===== src/rtl/full_st1_pkg.sv =====
// Shared types and defaults for the stage-1 tap memory arbiter and its read-return path.
package full_st1_pkg;

   typedef logic [191:0] tap_word_t;

   typedef enum logic {
      ARB  = 1'b0,
      LOCK = 1'b1
   } arb_state_t;

   typedef enum logic {
      TAG_FW = 1'b0,
      TAG_UP = 1'b1
   } rd_tag_t;

   localparam int TAP_AW_DEF     = 5;
   localparam int TAP_DW_DEF     = $bits(tap_word_t);
   localparam int STARVE_MAX_DEF = 4;
   localparam int LOCK_MAX_DEF   = 15;

endpackage


===== src/rtl/full_st1_tap_rd_route.sv =====
// Read-return path: registers which requester owns the read issued this cycle and steers
// the RAM output (one cycle later) to that requester's valid.
module full_st1_tap_rd_route
   import full_st1_pkg::*;
#(
   parameter int DW = TAP_DW_DEF
) (
   input  logic          clk_i,
   input  logic          rst_ni,
   input  logic          rd_issue_i,
   input  rd_tag_t       rd_tag_i,
   input  logic [DW-1:0] mem_rd_data_i,
   output logic          fw_rd_vld_o,
   output logic [DW-1:0] fw_rd_data_o,
   output logic          up_rd_vld_o,
   output logic [DW-1:0] up_rd_data_o
);

   logic    vld_q;
   rd_tag_t tag_q;

   always_ff @(posedge clk_i or negedge rst_ni) begin
      if (!rst_ni) begin
         vld_q <= 1'b0;
         tag_q <= TAG_FW;
      end else begin
         vld_q <= rd_issue_i;
         if (rd_issue_i) begin
            tag_q <= rd_tag_i;
         end
      end
   end

   assign fw_rd_vld_o = vld_q && (tag_q == TAG_FW);
   assign up_rd_vld_o = vld_q && (tag_q == TAG_UP);

   // Data is only meaningful under its valid, so both consumers see the raw RAM output.
   assign fw_rd_data_o = mem_rd_data_i;
   assign up_rd_data_o = mem_rd_data_i;

endmodule


===== src/rtl/full_st1_tap_arb.sv =====
// Single-port arbiter for the stage-1 tap RAM: tap loader writes, forward reads and
// locked read-modify-write for the error-update engine, with starvation and lock timeouts.
module full_st1_tap_arb
   import full_st1_pkg::*;
#(
   parameter int AW         = TAP_AW_DEF,
   parameter int DW         = TAP_DW_DEF,
   parameter int STARVE_MAX = STARVE_MAX_DEF,
   parameter int LOCK_MAX   = LOCK_MAX_DEF
) (
   input  logic          clk_i,
   input  logic          rst_ni,
   input  logic          ld_req_i,
   input  logic [AW-1:0] ld_addr_i,
   input  logic [DW-1:0] ld_data_i,
   output logic          ld_gnt_o,
   input  logic          fw_req_i,
   input  logic [AW-1:0] fw_addr_i,
   output logic          fw_gnt_o,
   output logic          fw_rd_vld_o,
   output logic [DW-1:0] fw_rd_data_o,
   input  logic          up_req_i,
   input  logic [AW-1:0] up_addr_i,
   output logic          up_gnt_o,
   output logic          up_rd_vld_o,
   output logic [DW-1:0] up_rd_data_o,
   input  logic          up_wr_vld_i,
   input  logic [DW-1:0] up_wr_data_i,
   output logic          up_abort_o,
   output logic          mem_en_o,
   output logic          mem_we_o,
   output logic [AW-1:0] mem_addr_o,
   output logic [DW-1:0] mem_wr_data_o,
   input  logic [DW-1:0] mem_rd_data_i
);

   localparam int SW = $clog2(STARVE_MAX + 1);
   localparam int LW = $clog2(LOCK_MAX + 1);
   localparam logic [SW-1:0] STARVE_TOP = SW'(STARVE_MAX);
   localparam logic [LW-1:0] LOCK_LAST  = LW'(LOCK_MAX - 1);

   arb_state_t    state_q,      state_d;
   logic [AW-1:0] lock_addr_q,  lock_addr_d;
   logic [LW-1:0] lock_cnt_q,   lock_cnt_d;
   logic [SW-1:0] starve_cnt_q, starve_cnt_d;

   logic fw_sel, ld_sel, up_sel, wb_sel, abort_sel;
   logic fw_cand, ld_cand, fw_starved, in_lock;

   assign in_lock    = (state_q == LOCK);
   assign fw_starved = (starve_cnt_q == STARVE_TOP);
   assign fw_cand    = fw_req_i && !(in_lock && (fw_addr_i == lock_addr_q));
   assign ld_cand    = ld_req_i && !(in_lock && (ld_addr_i == lock_addr_q));

   always_comb begin
      fw_sel      = 1'b0;
      ld_sel      = 1'b0;
      up_sel      = 1'b0;
      wb_sel      = 1'b0;
      abort_sel   = 1'b0;
      state_d     = state_q;
      lock_addr_d = lock_addr_q;
      lock_cnt_d  = lock_cnt_q;

      if (in_lock && up_wr_vld_i) begin
         // The locked write-back takes the port outright and beats a same-cycle timeout.
         wb_sel  = 1'b1;
         state_d = ARB;
      end else begin
         if (fw_cand && fw_starved) begin
            fw_sel = 1'b1;
         end else if (ld_cand) begin
            ld_sel = 1'b1;
         end else if (!in_lock && up_req_i) begin
            up_sel      = 1'b1;
            state_d     = LOCK;
            lock_addr_d = up_addr_i;
            lock_cnt_d  = '0;
         end else if (fw_cand) begin
            fw_sel = 1'b1;
         end

         if (in_lock) begin
            lock_cnt_d = lock_cnt_q + LW'(1);
            if (lock_cnt_q == LOCK_LAST) begin
               abort_sel = 1'b1;
               state_d   = ARB;
            end
         end
      end
   end

   always_comb begin
      starve_cnt_d = '0;
      if (fw_req_i && !fw_sel) begin
         starve_cnt_d = fw_starved ? starve_cnt_q : starve_cnt_q + SW'(1);
      end
   end

   always_ff @(posedge clk_i or negedge rst_ni) begin
      if (!rst_ni) begin
         state_q      <= ARB;
         lock_addr_q  <= '0;
         lock_cnt_q   <= '0;
         starve_cnt_q <= '0;
      end else begin
         state_q      <= state_d;
         lock_addr_q  <= lock_addr_d;
         lock_cnt_q   <= lock_cnt_d;
         starve_cnt_q <= starve_cnt_d;
      end
   end

   // Grants are combinational, so they are masked while reset is held to keep the RAM idle.
   assign ld_gnt_o   = ld_sel    && rst_ni;
   assign fw_gnt_o   = fw_sel    && rst_ni;
   assign up_gnt_o   = up_sel    && rst_ni;
   assign up_abort_o = abort_sel && rst_ni;

   logic wb_gnt;
   assign wb_gnt = wb_sel && rst_ni;

   assign mem_en_o = ld_gnt_o || fw_gnt_o || up_gnt_o || wb_gnt;
   assign mem_we_o = ld_gnt_o || wb_gnt;

   always_comb begin
      mem_addr_o    = '0;
      mem_wr_data_o = '0;
      if (wb_gnt) begin
         mem_addr_o    = lock_addr_q;
         mem_wr_data_o = up_wr_data_i;
      end else if (ld_gnt_o) begin
         mem_addr_o    = ld_addr_i;
         mem_wr_data_o = ld_data_i;
      end else if (fw_gnt_o) begin
         mem_addr_o = fw_addr_i;
      end else if (up_gnt_o) begin
         mem_addr_o = up_addr_i;
      end
   end

   full_st1_tap_rd_route #(
      .DW(DW)
   ) u_rd_route (
      .clk_i         (clk_i),
      .rst_ni        (rst_ni),
      .rd_issue_i    (fw_gnt_o || up_gnt_o),
      .rd_tag_i      (up_gnt_o ? TAG_UP : TAG_FW),
      .mem_rd_data_i (mem_rd_data_i),
      .fw_rd_vld_o   (fw_rd_vld_o),
      .fw_rd_data_o  (fw_rd_data_o),
      .up_rd_vld_o   (up_rd_vld_o),
      .up_rd_data_o  (up_rd_data_o)
   );

endmodule


===== config.mk =====
export PLATFORM = sky130hd
export DESIGN_NAME = full_st1_tap_arb
export DESIGN_NICKNAME = d
export VERILOG_FILES = /design/src/rtl/full_st1_pkg.sv /design/src/rtl/full_st1_tap_rd_route.sv /design/src/rtl/full_st1_tap_arb.sv
export SDC_FILE = /design/constraint.sdc
export NUM_CORES = 1
export LEC_CHECK = 0
export ABC_AREA = 1
export CORE_AREA = 2 2 467 469
export DETAILED_ROUTE_END_ITERATION = 12
export DIE_AREA = 0 0 469 471
export PLACE_DENSITY = 0.3
export SLEW_MARGIN = 10
export SYNTH_ARGS = -nofsm -noshare
export SYNTH_HDL_FRONTEND = slang
export SYNTH_SLANG_ARGS = --single-unit

===== constraint.sdc =====
create_clock -name clk_i -period 2.9 [get_ports clk_i]
set_input_delay 0.87 -clock clk_i [delete_from_list [all_inputs] [get_ports clk_i]]
set_output_delay 0.87 -clock clk_i [all_outputs]
set_load 0.01 [all_outputs]

==> results of run 1 <==
-- where the power goes --
part	internal [mW]	total, mW	leakage (nW)	switching [mW]
combinational	2.08	4.07	6.85	1.99
clock	0.186	0.275	0.0383	0.0888
sequential	0.276	0.362	0.191	0.0862
total	2.54	4.70	7.08	2.16
-- cell families (layout without fill, tap and decap cells) --
kind of cell	after synthesis	in the layout
compound gates	11	11
fa+ha+maj	4	4
xor+xnor	1	1
buf+inv	462	795
other cells	0	21
mux	1	1
simple gates	692	692
flops	15	15
-- flip-flops by register name, indices dropped and copies added, names as in the netlist --
register and cells:
lock_addr_q 5, lock_cnt_q 4, starve_cnt_q 3, in_lock 1, u_rd_route.tag_q 1, u_rd_route.vld_q 1
-- through the flow --
stage	power (mW)	setup TNS (ns)	hold WS [ns]	area (um2)
2_1_floorplan	1.70	0	0.464	6730
3_5_place_dp	3.74	-223.81	0.501	15000
5_1_grt	5.04	-85.92	0.540	18000
3_3_place_gp	3.74	-219.37	0.490	15000
4_1_cts	4.32	-89.62	0.516	16000
6_report	4.70	-72.33	0.509	18000
-- critical path: stages --
cell and delay (ns):
buf_8 0.11, inv_6 0.06, nand2_4 0.05, nand2_4 0.08, nor2_4 0.04, nand3_2 0.06
nand2_2 0.07, nor2_4 0.11, nand2_4 0.09, inv_12 0.11, buf_12 0.16, buf_16 0.16
clkbuf_16 0.20, nand2_2 0.06, nand2_2 0.07, buf_12 0.13
-- area by class of cell --
cell class | instances | share of cell area
antenna | 21 | 0.00292
sequential | 15 | 0.0209
inverter | 34 | 0.00862
tap | 2854 | 0.198
clock buffer | 4 | 0.00438
timing repair buffer | 757 | 0.512
multi-input combinational | 709 | 0.253
-- cell usage in the layout, fill, tap and decap left out, drive strengths merged, types with 2 or more instances in the layout --
master,n
inv,34
nand2,642
clkbuf,17
diode,21
nand3,21
dlygate4sd2,2
ha,4
nand3b,2
buf,349
nor2,22
nor3b,2
clkdlybuf4s15,2
dfrtp,15
clkdlybuf4s50,390
o21ai,8
-- metal layers --
| layer | vias to the layer above | GRT usage | routed length (um) |
|---|---|---|---|
| met5 | - | 0.00439 | 574 |
| met4 | 66 | 0.0347 | 6290 |
| met3 | 489 | 0.140 | 36100 |
| met2 | 1070 | 0.199 | 63900 |
| met1 | 4002 | 0.117 | 46400 |
| li1 | 3846 | - | - |
-- timing repair --
| action | in CTS | in global routing |
|---|---|---|
| pin swaps | 21 | 66 |
| setup buffers | 33 | 37 |
| setup endpoints to repair | 203 | 202 |
| cloned | 7 | 10 |
| gates resized for setup | 430 | 425 |
| hold endpoints to repair | 0 | 0 |
-- how the worst min path moves through the flow --
stage	end	cells past startpoint	slack, ns	from
after global placement	u_rd_route.tag_q$_DFFE_PN0P_	2	0.49	u_rd_route.tag_q$_DFFE_PN0P_
after floorplan	u_rd_route.tag_q$_DFFE_PN0P_	2	0.46	u_rd_route.tag_q$_DFFE_PN0P_
after detailed placement	u_rd_route.tag_q$_DFFE_PN0P_	2	0.50	u_rd_route.tag_q$_DFFE_PN0P_
after global routing	u_rd_route.tag_q$_DFFE_PN0P_	2	0.54	u_rd_route.tag_q$_DFFE_PN0P_
after CTS	u_rd_route.tag_q$_DFFE_PN0P_	2	0.52	u_rd_route.tag_q$_DFFE_PN0P_
final	u_rd_route.tag_q$_DFFE_PN0P_	2	0.51	u_rd_route.tag_q$_DFFE_PN0P_
==> impl_metrics.yaml, run 1 <==
timing:
  slew_headroom: 0.713
  fin_ws_ns: -0.495
  tightest_slew_ns: 0.426
  fin_crit_sh: 1.17
  slew_viol_final: 0
  rsz0062_at_grt: "true"
  setup_viol: 199
  skew_ns: 0.00252
  hold_violations: 0
  period_needed_ns: 3.40
  fmax_ghz: 0.295
clock_tree:
  postCtsHoldBufs: 0
  htree_levels: 1
  cts.path.max_buffers: 2
  cts.sinks: 15
  cts_root_buffer: "clkbuf_16"
  cts_buffers: 3
  cts_tree: "built"
  clk_pin_slew_ns: 0.05
  insertion_delay_ns: 0.25
critical_path:
  cp-end-kind: "primary output"
  reg2reg_slack_ns: 0.95
  cp_max_fo: 8
  critical_path.startpoint: "ld_addr_i[0]"
  endpoint: "mem_wr_data_o[173]"
  crit_type: "in2out"
  reg2reg_depth: 12
  r2r_end: "lock_cnt_q[3]$_DFFE_PN0P_"
  crit_arrival_ns: 2.53
  rr_startpoint: "starve_cnt_q[0]$_DFFE_PN0P_"
  cp-start-kind: "primary input"
  required_ns: 2.03
finish:
  layout-drive-gt1-share: 0.475
  fin_util: 0.0833
  multi_input_area_mm2: 0.00455
  seqCellArea_um2: 375
  layoutNonFillerInstCount: 4394
  finalNetCount: 2121
  n_fill_cell: 25334
  area_delta_synth_final_pct: 167
pwr:
  p_leak_nw: 7.08
  peakVddDrop_mv: 0.231
  power.density_mw_per_mm2: 261
run:
  cap_violations: 0
yosys:
  yosysTopAreaCell: "buf_4"
  synth_top_area_frac: 0.428
  syn_nets: 1787
  yosys_warnings: 0
  synth.mux.area_fraction: 0.00167
  synth_common_cells: "nand2_1, buf_4, nand2_2"
  synth-seq-area-share: 0.0558
  synth_flop_cell: "dfrtp_1"
  synth_cell_type_count: 30
  synth-simple-area-share: 0.421
  synth_xor_area_frac: 0.00130
  synthTopCellsByArea: "buf_4, nand2_1, dfrtp_1, nand2_2, buf_6"
  synth_fa_ha_area_frac: 0.00744
  syn_area_per_cell_um2: 5.67
  netlist_area_mm2: 0.00673
  synth_edf_count: 0
  async_flop_share: 1.00
  yosysMostFrequentCell: "nand2_1"
  syn_inst: 1186
  ys_ff_latch: 15
  synth_top_family_by_area: "buffers and inverters"
  synth-compound-area-share: 0.00892
placement:
  port_buffers: 609
  hpwl_um: 143000
  place.gp.congestion: 0.894
  post-place-ws_ns: -1.38
  dp.cells: 4290
route:
  vias: 9473
  viasPerCell: 2.16
  drt_iter0_drc: 492
  antenna_left: 0
  wl_um: 153000
  wire_per_inst_um: 34.9
  first_pass_iters: 5
  drc: 0
grt:
  grt_max_degree: 31
  grt_pass1_wl_um: 170000
  grt_pass1_vias: 9102
  grtUsageTotal: 0.131
  antenna_found_initial: 162
  overflow: 0
run_status:
  status: "finished with violations"
  violations: "negative setup slack"
floorplanning:
  die_w_um: 469
  start_util: 0.0311
  io_pins: 1186
  rows: 171
  core_area_mm2: 0.216
  die_h_um: 471
  dieArea_mm2: 0.221
hold_path:
  worstHoldPathType: "reg2reg"
(Power assumes the default switching activity.)
==> run 2, diff against run 1 <==
- REMOVE_ABC_BUFFERS: default -> 1
==> impl_metrics.yaml, run 2 (same netlist as run 1, synthesis figures left out) <==
clock_tree:
  insertion_delay_ns: 0.26
  cts_buffers: 3
  cts_root_buffer: "clkbuf_16"
  cts.path.max_buffers: 2
  cts.sinks: 15
  htree_levels: 1
  cts_tree: "built"
  postCtsHoldBufs: 0
  clk_pin_slew_ns: 0.06
timing:
  slew_viol_final: 0
  fin_crit_sh: 1.16
  skew_ns: 0.00649
  fmax_ghz: 0.298
  hold_violations: 0
  rsz0062_at_grt: "true"
  timing.hold.ws_ns: 0.504
  setup_viol: 201
  tightest_slew_ns: 0.307
  fin_ws_ns: -0.451
  slew_headroom: 0.795
  setup_tns_ns: -59.43
  period_needed_ns: 3.35
route:
  wl_um: 226000
  first_pass_iters: 6
  viasPerCell: 2.55
  vias: 11239
  antenna_left: 0
  wire_per_inst_um: 51.4
  drc: 0
  drt_iter0_drc: 895
critical_path:
  r2r_end: "starve_cnt_q[0]$_DFFE_PN0P_"
  required_ns: 2.03
  reg2reg_depth: 14
  endpoint: "mem_wr_data_o[90]"
  crit_type: "in2out"
  rr_startpoint: "lock_addr_q[0]$_DFFE_PN0P_"
  crit_arrival_ns: 2.48
  reg2reg_slack_ns: 0.98
  cp-end-kind: "primary output"
  cp-start-kind: "primary input"
  critical_path.startpoint: "ld_addr_i[1]"
  cp_max_fo: 7
finish:
  final_cell_mix: "clkdlybuf4s50_1, nand2_1, nand2_2"
  area_delta_synth_final_pct: 159
  layoutNonFillerInstCount: 4401
  n_fill_cell: 25446
  largest_reg_flops: 5
  stdcell_area_mm2: 0.0174
  final_common_cell: "clkdlybuf4s50_1"
  finalNetCount: 2128
  layout-drive-gt1-share: 0.474
  largest_register: "lock_addr_q"
  largest_registers: "lock_addr_q: 5 flops, lock_cnt_q: 4 flops, starve_cnt_q: 3 flops"
floorplanning:
  core_area_mm2: 0.216
  rows: 171
  dieArea_mm2: 0.221
  io_pins: 1186
  die_w_um: 469
  start_util: 0.0311
  die_h_um: 471
grt:
  grt_pass1_wl_um: 248000
  grtUsageTotal: 0.196
  grt_pass1_vias: 9870
  grt_max_degree: 26
  antenna_found_initial: 225
  overflow: 0
pwr:
  p_leak_nw: 7.05
  power.density_mw_per_mm2: 246
  peakVddDrop_mv: 0.184
placement:
  place_area_mm2: 0.0144
  place.gp.congestion: 0.992
  dp.cells: 4300
  hpwl_um: 208000
  port_buffers: 609
hold_path:
  worstHoldPathType: "reg2reg"
run_status:
  violations: "negative setup slack"
  status: "finished with violations"
run:
  cap_violations: 0
## run 2: cell count changes in the layout (fill, tap and decap cells not counted), moves of 8 or more
cell	previous run	this run
nand2_1	318	344
inv_2	7	15
nand2_2	175	142
nand2_8	11	22
buf_8	8	17
buf_12	155	82
buf_2	30	76
buf_6	77	107
## run 2: how the worst min path moves through the flow
| stage | startpoint | to | slack, ns | depth (start not counted) |
|---|---|---|---|---|
| 2_1_floorplan | u_rd_route.tag_q$_DFFE_PN0P_ | u_rd_route.tag_q$_DFFE_PN0P_ | 0.46 | 2 |
| 3_3_place_gp | u_rd_route.tag_q$_DFFE_PN0P_ | u_rd_route.tag_q$_DFFE_PN0P_ | 0.49 | 2 |
| 3_5_place_dp | u_rd_route.tag_q$_DFFE_PN0P_ | u_rd_route.tag_q$_DFFE_PN0P_ | 0.50 | 2 |
| 4_1_cts | u_rd_route.tag_q$_DFFE_PN0P_ | u_rd_route.tag_q$_DFFE_PN0P_ | 0.51 | 2 |
| 5_1_grt | u_rd_route.tag_q$_DFFE_PN0P_ | u_rd_route.tag_q$_DFFE_PN0P_ | 0.58 | 2 |
| 6_report | u_rd_route.tag_q$_DFFE_PN0P_ | u_rd_route.tag_q$_DFFE_PN0P_ | 0.50 | 2 |
## run 2: report_power, final
group	switching [mW]	internal, mW	total, mW
Sequential	0.0848	0.276	0.361
Clock	0.123	0.186	0.309
Combinational	1.69	1.93	3.62
## run 2: worst max-delay path, stage by stage
cell and delay (ns):
buf_8 0.11, nand2_4 0.07, nand2_1 0.06, nor2_2 0.12
nand3_2 0.09, nand2_2 0.09, nor2_4 0.04, nand2_4 0.09
clkinv_8 0.09, buf_16 0.17, buf_12 0.15, buf_8 0.13
buf_12 0.14, nand2_4 0.07, nand2_4 0.05, buf_12 0.13
## run 2: timing repair
action                      CTS  global route
cloned                       14             3
resized for setup          1091           217
setup buffers                62            13
pin swaps                    49            45
setup endpoints to repair   203           202
## run 2: through the flow
stage	utilization	power [mW]	worst slack (ns)
floorplan	-	1.10	-2.89
global placement	0.0666	3.29	-1.50
detailed placement	0.0666	3.27	-1.52
CTS	0.0770	4.23	-0.497
global route	0.0805	4.57	-0.527
finish	0.0806	4.29	-0.451
## run 2: layer usage
| layer | vias up | share of wire | GRT usage |
|---|---|---|---|
| li1 | 3875 | - | - |
| met1 | 4586 | 0.28 | 0.157 |
| met2 | 2062 | 0.41 | 0.292 |
| met3 | 523 | 0.26 | 0.237 |
| met4 | 193 | 0.035 | 0.0431 |
| met5 | - | 0.021 | 0.132 |
## run 2: area by class of cell
class / instances / area, um2 / share of cell area
Antenna cell: 21 / 52.6 / 0.00302
Clock buffer: 3 / 75.1 / 0.00431
Clock inverter: 1 / 5.00 / 0.000287
Inverter: 34 / 153 / 0.00876
Multi-Input combinational cell: 709 / 4680 / 0.269
Sequential cell: 15 / 377 / 0.0216
Tap cell: 2854 / 3570 / 0.205
Timing Repair Buffer: 764 / 8500 / 0.488
==> run 3, diff against run 2 <==
- TNS_END_PERCENT: default -> 5
==> impl_metrics.yaml, run 3 (same netlist as run 1, synthesis figures left out) <==
floorplanning:
  dieArea_mm2: 0.221
  io_pins: 1186
  start_util: 0.0311
  die_w_um: 469
  rows: 171
  core_area_mm2: 0.216
  die_h_um: 471
finish:
  final_common_cell: "clkdlybuf4s50_1"
  seqCellArea_um2: 375
  largest_registers: "lock_addr_q: 5 flops, lock_cnt_q: 4 flops, starve_cnt_q: 3 flops"
  largest_register: "lock_addr_q"
  layout-drive-gt1-share: 0.434
  layoutNonFillerInstCount: 4362
  final_cell_mix: "clkdlybuf4s50_1, nand2_1, nand2_2"
  fin_util: 0.0745
  n_fill_cell: 25552
  multi_input_area_mm2: 0.00393
  finalNetCount: 2096
  area_delta_synth_final_pct: 139
  largest_reg_flops: 5
placement:
  hpwl_um: 208000
  place.gp.congestion: 0.992
  port_buffers: 609
  post-place-ws_ns: -1.52
  dp.cells: 4300
critical_path:
  crit_arrival_ns: 2.47
  required_ns: 2.03
  cp_max_fo: 7
  crit_type: "in2out"
  cp-start-kind: "primary input"
  cp-end-kind: "primary output"
timing:
  fin_crit_sh: 1.15
  skew_ns: 0.00576
  hold_violations: 0
  slew_viol_final: 0
  slew_headroom: 0.796
  period_needed_ns: 3.34
  setup_tns_ns: -61.87
  fmax_ghz: 0.300
  tightest_slew_ns: 0.305
  fin_ws_ns: -0.436
  setup_viol: 200
  rsz0062_at_grt: "true"
clock_tree:
  cts.path.max_buffers: 2
  postCtsHoldBufs: 0
  insertion_delay_ns: 0.26
  cts_root_buffer: "clkbuf_16"
  cts_buffers: 3
  clk_pin_slew_ns: 0.06
  htree_levels: 1
  cts_tree: "built"
  cts.sinks: 15
grt:
  grtUsageTotal: 0.196
  overflow: 0
  grt_pass1_vias: 9623
  grt_max_degree: 26
  grt_pass1_wl_um: 247000
  antenna_found_initial: 226
run:
  cap_violations: 0
pwr:
  p_leak_nw: 6.38
  power.density_mw_per_mm2: 246
  total_power_mw: 3.96
  peakVddDrop_mv: 0.177
route:
  antenna_left: 0
  wl_um: 225000
  drt_iter0_drc: 886
  vias: 11032
  drc: 0
  wire_per_inst_um: 51.6
  first_pass_iters: 4
  viasPerCell: 2.53
run_status:
  violations: "negative setup slack"
  status: "finished with violations"
hold_path:
  worstHoldPathType: "reg2reg"
run 3: layout make-up:
cell class                      count  area share
Antenna cell                       14     0.00218
Sequential cell                    15      0.0233
Timing Repair Buffer              732       0.494
Multi-Input combinational cell    709       0.244
Clock inverter                      1    0.000311
Inverter                           34     0.00917
Clock buffer                        3     0.00466
Tap cell                         2854       0.222
run 3: worst paths after layout:
kind	depth (start not counted)	slack, ns	to	from
setup / recovery	16	-0.44	mem_wr_data_o[182]	ld_addr_i[1]
hold / removal	2	0.51	u_rd_route.tag_q$_DFFE_PN0P_	u_rd_route.tag_q$_DFFE_PN0P_
setup reg to reg	14	0.92	lock_cnt_q[3]$_DFFE_PN0P_	starve_cnt_q[0]$_DFFE_PN0P_
hold reg to reg	2	0.51	u_rd_route.tag_q$_DFFE_PN0P_	u_rd_route.tag_q$_DFFE_PN0P_
max in group asynchronous	2	2.01	lock_addr_q[0]$_DFFE_PN0P_	rst_ni
min in group asynchronous	2	0.65	lock_addr_q[4]$_DFFE_PN0P_	rst_ni
run 3: stage by stage:
stage	instance area, um2	hold WS [ns]
after floorplan	3470	0.464
after global placement	14400	0.489
after detailed placement	14400	0.495
after CTS	15600	0.511
after global routing	16100	0.584
final	16100	0.505
run 3: report_power, final:
group / internal (mW) / total (mW) / switching [mW]
Clock: 0.186 / 0.308 / 0.122
Combinational: 1.74 / 3.29 / 1.55
Sequential: 0.276 / 0.359 / 0.0835
run 3: metal layers:
layer	vias to the layer above	share of wire	global-route usage
li1	3794	-	-
met5	-	0.021	0.132
met4	201	0.035	0.0426
met2	2048	0.41	0.290
met1	4467	0.28	0.155
met3	522	0.26	0.238
run 3: worst max-delay path: stages:
cell,delay [ns]
buf_8,0.10
nand2_4,0.07
nand2_1,0.06
nor2_2,0.12
nand3_2,0.08
nand2_2,0.09
nor2_4,0.05
nand2_4,0.09
clkinv_8,0.09
buf_16,0.16
buf_12,0.15
buf_8,0.13
buf_12,0.14
nand2_4,0.06
nand2_4,0.06
buf_12,0.13
run 3: what timing repair did:
action | in CTS | in global routing
pin swaps | 31 | 24
gates resized for setup | 911 | 176
cloned | 9 | 1
buffers inserted | 31 | 5
setup endpoints to repair | 203 | 202
